File: src/rtl/ode_arith_pkg.sv
// ode_arith_pkg: shared FSM states, op codes and sizing for the ODE step arithmetic arbiter.
package ode_arith_pkg;
  localparam int NREQ_DEF = 3;
  localparam int WIDTH_DEF = 32;
  localparam logic OP_MUL = 1'b0;
  localparam logic OP_DIV = 1'b1;
  typedef enum logic [1:0] {IDLE, ISSUE, WAIT, RESP} state_t;
  function automatic logic [1:0] rr_idx(logic [1:0] last, int k, int n);
    return 2'((int'(last) + k) % n);
  endfunction
  function automatic logic [1:0] oh_idx(logic [2:0] oh);
    return oh[2] ? 2'd2 : oh[1] ? 2'd1 : 2'd0;
  endfunction
endpackage

File: src/rtl/mul_div_arbiter_if.sv
// mul_div_arbiter_if: requester-side and unit-side signals of the shared mul/div arbiter.
interface mul_div_arbiter_if #(parameter int WIDTH = 32, parameter int NREQ = 3);
  logic [NREQ-1:0] req, op, gnt, done;
  logic [NREQ*WIDTH-1:0] a_flat, b_flat;
  logic mul_start, div_start, mul_done, div_done, busy;
  logic [WIDTH-1:0] unit_a, unit_b, mul_result, div_result, result;
  modport master (
    input req, op, a_flat, b_flat, mul_done, div_done, mul_result, div_result,
    output gnt, done, result, busy, mul_start, div_start, unit_a, unit_b
  );
  modport slave (
    output req, op, a_flat, b_flat, mul_done, div_done, mul_result, div_result,
    input gnt, done, result, busy, mul_start, div_start, unit_a, unit_b
  );
endinterface

File: src/rtl/mul_div_arbiter_rr_picker.sv
// rr_picker: one-hot round-robin winner, searching from the index after last.
module rr_picker import ode_arith_pkg::*; #(parameter int NREQ = NREQ_DEF) (
  input  logic [NREQ-1:0] req,
  input  logic [1:0]      last,
  output logic [NREQ-1:0] win
);
  // Walk from farthest to nearest so the nearest pending requester is written last.
  always_comb begin
    win = '0;
    for (int k = NREQ; k >= 1; k--)
      if (req[rr_idx(last, k, NREQ)]) win = NREQ'(1) << rr_idx(last, k, NREQ);
  end
endmodule

File: src/rtl/mul_div_arbiter.sv
// mul_div_arbiter: round-robin sharing of one multiplier and one divider among three requesters.
module mul_div_arbiter import ode_arith_pkg::*; #(
  parameter int WIDTH = WIDTH_DEF,
  parameter int NREQ = NREQ_DEF
) (
  input logic clk,
  input logic rst,
  mul_div_arbiter_if.master bus
);
  state_t state, state_nx;
  logic [1:0] last, widx;
  logic [NREQ-1:0] win;
  logic op_q, unit_hit;
  rr_picker #(.NREQ(NREQ)) u_pick (.req(bus.req), .last(last), .win(win));
  assign widx = oh_idx(win);
  assign unit_hit = op_q ? bus.div_done : bus.mul_done;
  assign bus.mul_start = state == ISSUE && op_q == OP_MUL;
  assign bus.div_start = state == ISSUE && op_q == OP_DIV;
  assign bus.done = state == RESP ? bus.gnt : '0;
  assign bus.busy = state != IDLE;
  always_comb begin
    state_nx = state;
    state_nx = state == IDLE  ? (|bus.req ? ISSUE : IDLE) :
               state == ISSUE ? WAIT :
               state == WAIT  ? (unit_hit ? RESP : WAIT) : IDLE;
  end
  // Last-served resets to 2 so the first search begins at requester 0.
  always_ff @(posedge clk) begin
    if (rst) begin
      state <= IDLE;
      last <= 2'd2;
      bus.gnt <= '0;
      bus.result <= '0;
      bus.unit_a <= '0;
      bus.unit_b <= '0;
      op_q <= OP_MUL;
    end else begin
      state <= state_nx;
      if (state == IDLE && |bus.req) begin
        bus.gnt <= win;
        op_q <= bus.op[widx];
        bus.unit_a <= bus.a_flat[widx*WIDTH +: WIDTH];
        bus.unit_b <= bus.b_flat[widx*WIDTH +: WIDTH];
      end
      if (state == WAIT && unit_hit) bus.result <= op_q ? bus.div_result : bus.mul_result;
      if (state == RESP) begin
        bus.gnt <= '0;
        last <= oh_idx(bus.gnt);
      end
    end
  end
endmodule
File: src/flat_wrapper.sv
// flat-port wrapper written by rule: the top's interface ports become plain ports
module mul_div_arbiter_flat import ode_arith_pkg::*;
#(
  parameter int WIDTH = WIDTH_DEF,
  parameter int NREQ = NREQ_DEF
)
  (clk, rst, bus_req, bus_op, bus_a_flat, bus_b_flat, bus_mul_done, bus_div_done, bus_mul_result, bus_div_result, bus_gnt, bus_done, bus_result, bus_busy, bus_mul_start, bus_div_start, bus_unit_a, bus_unit_b);
  mul_div_arbiter_if #(.WIDTH(WIDTH), .NREQ(NREQ)) bus_i ();
  input logic clk;
  input logic rst;
  input wire logic [$bits(bus_i.req)-1:0] bus_req;
  input wire logic [$bits(bus_i.op)-1:0] bus_op;
  input wire logic [$bits(bus_i.a_flat)-1:0] bus_a_flat;
  input wire logic [$bits(bus_i.b_flat)-1:0] bus_b_flat;
  input wire logic [$bits(bus_i.mul_done)-1:0] bus_mul_done;
  input wire logic [$bits(bus_i.div_done)-1:0] bus_div_done;
  input wire logic [$bits(bus_i.mul_result)-1:0] bus_mul_result;
  input wire logic [$bits(bus_i.div_result)-1:0] bus_div_result;
  output wire logic [$bits(bus_i.gnt)-1:0] bus_gnt;
  output wire logic [$bits(bus_i.done)-1:0] bus_done;
  output wire logic [$bits(bus_i.result)-1:0] bus_result;
  output wire logic [$bits(bus_i.busy)-1:0] bus_busy;
  output wire logic [$bits(bus_i.mul_start)-1:0] bus_mul_start;
  output wire logic [$bits(bus_i.div_start)-1:0] bus_div_start;
  output wire logic [$bits(bus_i.unit_a)-1:0] bus_unit_a;
  output wire logic [$bits(bus_i.unit_b)-1:0] bus_unit_b;
  assign bus_i.req = bus_req;
  assign bus_i.op = bus_op;
  assign bus_i.a_flat = bus_a_flat;
  assign bus_i.b_flat = bus_b_flat;
  assign bus_i.mul_done = bus_mul_done;
  assign bus_i.div_done = bus_div_done;
  assign bus_i.mul_result = bus_mul_result;
  assign bus_i.div_result = bus_div_result;
  assign bus_gnt = bus_i.gnt;
  assign bus_done = bus_i.done;
  assign bus_result = bus_i.result;
  assign bus_busy = bus_i.busy;
  assign bus_mul_start = bus_i.mul_start;
  assign bus_div_start = bus_i.div_start;
  assign bus_unit_a = bus_i.unit_a;
  assign bus_unit_b = bus_i.unit_b;
  mul_div_arbiter #(.WIDTH(WIDTH), .NREQ(NREQ)) u_core (.clk(clk), .rst(rst), .bus(bus_i));
endmodule
File: config.mk
export PLATFORM = sky130hd
export DESIGN_NAME = mul_div_arbiter_flat
export DESIGN_NICKNAME = d
export VERILOG_FILES = /design/src/rtl/ode_arith_pkg.sv /design/src/rtl/mul_div_arbiter_if.sv /design/src/rtl/mul_div_arbiter_rr_picker.sv /design/src/rtl/mul_div_arbiter.sv /design/src/flat_wrapper.sv
export SDC_FILE = /design/constraint.sdc
export NUM_CORES = 1
export LEC_CHECK = 0
export CORE_AREA = 5 5 140 142
export CTS_CLUSTER_SIZE = 20
export DETAILED_ROUTE_END_ITERATION = 8
export DIE_AREA = 0 0 145 147
export PLACE_DENSITY = 0.7
export SETUP_SLACK_MARGIN = 0.3
export SLEW_MARGIN = 20
export SYNTH_ARGS = -nofsm -noshare
export SYNTH_HDL_FRONTEND = slang
export SYNTH_HIERARCHICAL = 1
export SYNTH_SLANG_ARGS = --single-unit
File: constraint.sdc
create_clock -name clk -period 2.45 [get_ports clk]
set_input_delay 0.3675 -clock clk [delete_from_list [all_inputs] [get_ports clk]]
set_output_delay 0.3675 -clock clk [all_outputs]
set_load 0.03 [all_outputs]
# Yosys cells after proc, flatten, opt, wreduce, memory -nomap -nowiden
# Index checks and enable logic that the tools add are counted.
totals:
  regBits: 104
  latchBits: 0
  rom_bits: 0
  ram_bits: 0
  elab_cells: 57
  memories: 0
  in_bits: 266
classes:
  reduce_logical: 8
  magnitude_cmp: 4
  div: 3
  n_shift: 5
  eq_ne: 3
  n_mul: 0
  n_bitwise: 1
  n_mux: 23
  addsub: 3
ops:
  columns: ["operator", "count"]
  rows:
  - ["indexed part select 96 x 8 -> 32 bit", 2]
  - ["remainder unit 32 x 3 -> 32 bit, second input constant", 3]
  - ["2-to-1 mux 32 bit", 1]
  - ["less-than comparator 2 x 3 -> 1 bit, second input constant", 4]
  - ["2-to-1 mux 3 bit", 4]
  - ["2-to-1 mux 2 bit", 5]
  - ["2-to-1 mux 1 bit", 9]
  - ["left shift 1 x 2 -> 3 bit, first input constant", 3]
  - ["binary-select mux 1 bit (select 2 bit)", 4]
  - ["adder 2 x 2 -> 3 bit, second input constant", 2]
  - ["== test 2 bit, second input constant", 2]
  - ["logical AND 1 bit", 4]
  - ["adder 2 x 1 -> 3 bit, second input constant", 1]
  - ["OR reduction 3 bit", 1]
  - ["== test 2 x 1 -> 1 bit, second input constant", 1]
  - ["zero test 2 bit", 1]
  - ["nonzero test 2 bit", 1]
  - ["OR reduction 2 bit", 1]
  - ["inverter 1 bit", 1]

# Depth between registers and ports, before layout
depth:
  depth_word: 11
  ltp_mapped: 13
  depth_no_buf: 9

# Hierarchy
# The synthesis kept the hierarchy.
by_module_without_submodules:
  columns: ["module", "cells_each", "seq_area_each_um2", "instances", "area_per_inst_um2"]
  rows:
  - ["mul_div_arbiter", 546, 2082.0, 1, 5273.8]
  - ["rr_picker", 33, 0.0, 1, 231.5]

# Worst setup path after synthesis
# Ideal clock, no wire load.
synth_path:
  path_type: "register -> register"
  start: "reg u_core.last[0]"
  end: "reg u_core.bus.unit_a[11]"
  t_arrival_ns: 2.306
  period_less_slack_ns: 2.423
  stages_incl_launch_ff: 14
  setup_slack_ns: 0.027
  setup_time_ns: 0.117
  path_cell_list: "dfxtp_1 -> inv_1 -> ha_1 -> buf_6 -> mux2i_1 -> o21a_2 -> nor2_1 -> a31oi_1 -> clkbuf_1 -> buf_2 -> buf_4 -> mux2i_1 -> o21ai_0 -> a22o_1"
synth_between:
  elab_chain_cells: 10
  elab_cells_between_ends: 21
  cone_classes: "add/sub (3); div (3); shift (4); mux (11)"
synth_rtl:
  columns: ["item", "line_no", "rtl"]
  rows:
  - ["start, declared", "mul_div_arbiter.sv:11", "logic [1:0] last, widx;"]
  - ["start signal, assigned", "mul_div_arbiter.sv:48", "last <= oh_idx(bus.gnt);"]
  - ["adder 2 x 2 -> 3 bit", "ode_arith_pkg.sv:9", "return 2'((int'(last) + k) % n);"]
  - ["remainder unit 32 x 3 -> 32 bit", "ode_arith_pkg.sv:9", null]
  - ["binary-select mux 1 bit (select 2 bit)", "mul_div_arbiter_rr_picker.sv:11", "if (req[rr_idx(last, k, NREQ)]) win = NREQ'(1) << rr_idx(last, k, NREQ);"]
  - ["2-to-1 mux 1 bit (implied by the code)", "mul_div_arbiter_rr_picker.sv:11", null]
  - ["2-to-1 mux 3 bit (2 in a row)", "mul_div_arbiter_rr_picker.sv:11", null]
  - ["2-to-1 mux 3 bit *", "mul_div_arbiter_rr_picker.sv:11", null]
  - ["net u_core.win[1]", "mul_div_arbiter.sv:12", "logic [NREQ-1:0] win;"]
  - ["2-to-1 mux 1 bit *", "ode_arith_pkg.sv:12", "return oh[2] ? 2'd2 : oh[1] ? 2'd1 : 2'd0;"]
  - ["2-to-1 mux 2 bit *", "ode_arith_pkg.sv:12", null]
  - ["indexed part select 96 x 8 -> 32 bit *", "mul_div_arbiter.sv:42", "bus.unit_a <= bus.a_flat[widx*WIDTH +: WIDTH];"]
  - ["end signal, assigned", "mul_div_arbiter.sv:42", null]
  - ["end, declared", "mul_div_arbiter_if.sv:9", "output gnt, done, result, busy, mul_start, div_start, unit_a, unit_b"]
# The timed path passes the listed nets; every way through them passes the cells marked *. The select of a mux whose other input is x is not followed.
# A chain may end at the register's enable or synchronous reset.

# Final worst setup path
layout_path:
  start: "reg u_core.last[0]"
  end: "reg u_core.bus.unit_a[1]"
# Same word-level chain as after synthesis.

==> impl_results.md <==
- Die ar.: roughly 0.021 sq mm
- Unrepaired setup endpoints after global routing: true
- Final period util: 0.9535
- Fin crit period: about 2300 ps
- Mapped Avg Cell Area: about 9.5 sq um
- Vias: between 5000 and 6000
- Critical Path AT: 2580 ps
- RR Startpoint: u_core/last[0]$_SDFFE_PP0N_
- Pwr dens: around 520 mW/mm^2
- Highest Clock Rate: 0.4281 GHz
- Crit Path Class: flop to flop
- Row count: 50
- Via/cell ratio: just under 5
- FFs w/ async S/R, synth: 0
- Worst setup endpoint: u_core/bus.unit_a[1]$_SDFFE_PP0P_
- Final hold slack: approximately 360 ps
- H-tree depth: 3
- TritonCTS buffer count: 9
- Fillers: between 1500 and 2000
- Critical Path Source: u_core/last[0]$_SDFFE_PP0N_
- Critical Path RT: 2700 ps
- Max-cap violations: 0
- Startpoint types: flop
- Worst-path fanout max: 7
- Max-slew violations: 0
- First-pass GRT wire length: between 30 and 40 mm
- CP top delay family: compound AO/OA/AOI/OAI gates
- Post-Syn Area: 0.005505 sq mm
- Final hold violations: 0
- CP endpoint kind: flop
- Die Wd: 145 um
- Antenna Nets Post-Route: 0
- Yosys reg bits: approximately 100
- HPWL after DPL: 16.75 mm
- Clock-pin slew on the worst setup and hold paths: around 70 ps
- WL final: between 20 and 25 mm
- Final nets: approximately 1200
- Slowest CP cell: dfxtp_2
- Seq/Total Area, Yosys: 0.3782
- CTS Hold Buffers Added: 0
- Crit path cell chain: inv_2 -> ha_4 -> mux2i_1 -> o21a_2 -> nor2_4 -> a31oi_4 -> buf_6 -> buf_6 -> buf_12 -> mux2i_1 -> o21ai_1 -> a22o_1
- Vias in the first global route: approximately 5700
- Setup violations, final: 0
- Drt first pass iters: 5
- CTS tree: yes
- Layout cells sized above 1: 0.1130
- DP Cell Count: 1158
- Syn_nets: about 850
- Drt wl/cell: 19.04 um
- Worst path bufs/invs: 4
- Root buffer cell: clkbuf_16
- 1st-iter DRT viols: 270
- DRC Markers: 0
- GRT Util Overall: 0.1995
- Synth Flop Type: dfxtp_1
- Hold Path Class: primary input to flop
- Peak supply drop: approximately 0.00031 V
- Lkg Pwr: 0.003825 uW
- IO Pins: between 300 and 400
- Max stage delay on crit path: 340 ps
- Final Wtd Congestion: 0.8801
- Quantity of I/O buffers inserted on ports: 370
- EDFF count, synth: 0
- CTS Sinks: 104
- Core Region: about 0.018 sq mm
- Number of cells on the critical path: 12
- Bufs on Longest Clock Path: 2
- P&R area growth vs syn: 85.00%
- Starting density of the core: 0.3003
- Clock Skew: ~5.9 ps
- GRT overflow: 0
- Finished Layout Cells: 1190
- Slew margin rel.: 0.6378
- Synth warn: 6
- Actual slew at the worst max-slew pin: 543.4 ps
- Die Ht: 147 um
- Outcome: completed
- Post-synthesis cell count: between 500 and 600
- Skew-Pair Late Insertion Delay: between 300 and 400 ps
- R2r setup slk: 110 ps
- Largest net degree at the start of global routing: 70
- Post-synth cell types: 32
- Diode count: 0
- FF-to-FF End: u_core/bus.unit_a[1]$_SDFFE_PP0P_
- Register-to-Register Path Depth: 12
- Initial antenna violation count: 0
## cell usage after synthesis, types with 6 or more instances
| cell | instances | share of area |
|---|---|---|
| a21oi_1 | 33 | 0.030 |
| a211oi_2 | 29 | 0.066 |
| o21ai_0 | 68 | 0.062 |
| dfxtp_1 | 104 | 0.38 |
| mux2i_1 | 102 | 0.19 |
| ha_1 | 8 | 0.018 |
| clkbuf_1 | 25 | 0.017 |
| inv_1 | 9 | 0.0061 |
| a22o_1 | 65 | 0.10 |
| buf_4 | 10 | 0.014 |
| buf_2 | 13 | 0.012 |
| buf_6 | 6 | 0.012 |
| nand2_1 | 69 | 0.047 |
## stage by stage
stage                       util  setup TNS [ps]  worst slack (ps)  cell area [sq um]  power (uW)
after CTS                 0.5525               0             161.2              10130        5320
after global routing      0.5556          -881.5            -67.09              10180        5523
after global placement    0.5233          -165.7            -23.15               9592        3835
after detailed placement  0.5233           -1334            -78.73               9592        3845
after floorplan                -               0             215.5               5564        2893
final                     0.5556               0             113.8              10180        5283
## layer usage
layer,wire (um),vias to the layer above,share of wire,track usage
li1,-,2868,-,-
met1,8847,2602,0.39,0.2296
met2,11720,252,0.52,0.3591
met3,1679,26,0.074,0.05275
met4,409,0,0.018,0.06403
met5,0,-,0,0
## cell usage in the layout (no fill, tap or decap), types with 7 or more instances in the layout
cell and count:
dfxtp_1 101, clkbuf_16 9, buf_4 17, a21oi_1 33, buf_12 10, a22o_1 65
nand2_1 69, buf_6 11, inv_1 8, ha_1 7, mux2i_1 99, a211oi_2 29
o21ai_1 62, o21ai_0 7, clkdlybuf4s50_1 363
## where the power goes
| group | switching [uW] | internal, uW |
|---|---|---|
| Clock | 654 | 693 |
| Sequential | 90.5 | 1840 |
| Combinational | 928 | 1070 |
## cell families after synthesis
logic type / share of synthesized area
compound gates: 0.2795
fa+ha+maj: 0.01818
buf+inv: 0.06227
flops: 0.3782
mux: 0.1909
simple gates: 0.07091
## how the worst min path moves through the flow
stage | endpoint | startpoint | cells past startpoint
after global routing | u_core/last[0]$_SDFFE_PP0N_ | rst | 2
after detailed placement | u_core/bus.unit_b[28]$_SDFFE_PP0P_ | u_core/bus.unit_b[28]$_SDFFE_PP0P_ | 1
after global placement | u_core/bus.unit_a[27]$_SDFFE_PP0P_ | u_core/bus.unit_a[27]$_SDFFE_PP0P_ | 1
after floorplan | u_core/last[0]$_SDFFE_PP0N_ | u_core/last[0]$_SDFFE_PP0N_ | 2
after CTS | u_core/last[0]$_SDFFE_PP0N_ | rst | 2
final | u_core/last[0]$_SDFFE_PP0N_ | rst | 2
## repair_timing
| action | 4_1_cts | 5_1_grt |
|---|---|---|
| cloned | 5 | 0 |
| endpoints found under the setup margin | 71 | 67 |
| gates resized for setup | 47 | 31 |
| pin swaps | 6 | 7 |
| setup buffers | 11 | 0 |
## area by class of cell
type	count	area, sq um	area share
well taps	234	292.8	0.02875
repair buffers	417	4353	0.4274
multi-input cells	410	3152	0.3095
clock inverters	4	31.28	0.003071
clock buffers	12	236.5	0.02322
flip-flops and latches	104	2086	0.2048
inverters	9	33.78	0.003317
## flip-flops by register name (all words and copies together), names as in the netlist
register and flops:
u_core/bus.result 32, u_core/bus.unit_a 32, u_core/bus.unit_b 32, u_core/bus.gnt 3, u_core/last 2, u_core/state 2, u_core/op_q 1
Power figures use the tool's default switching activity.
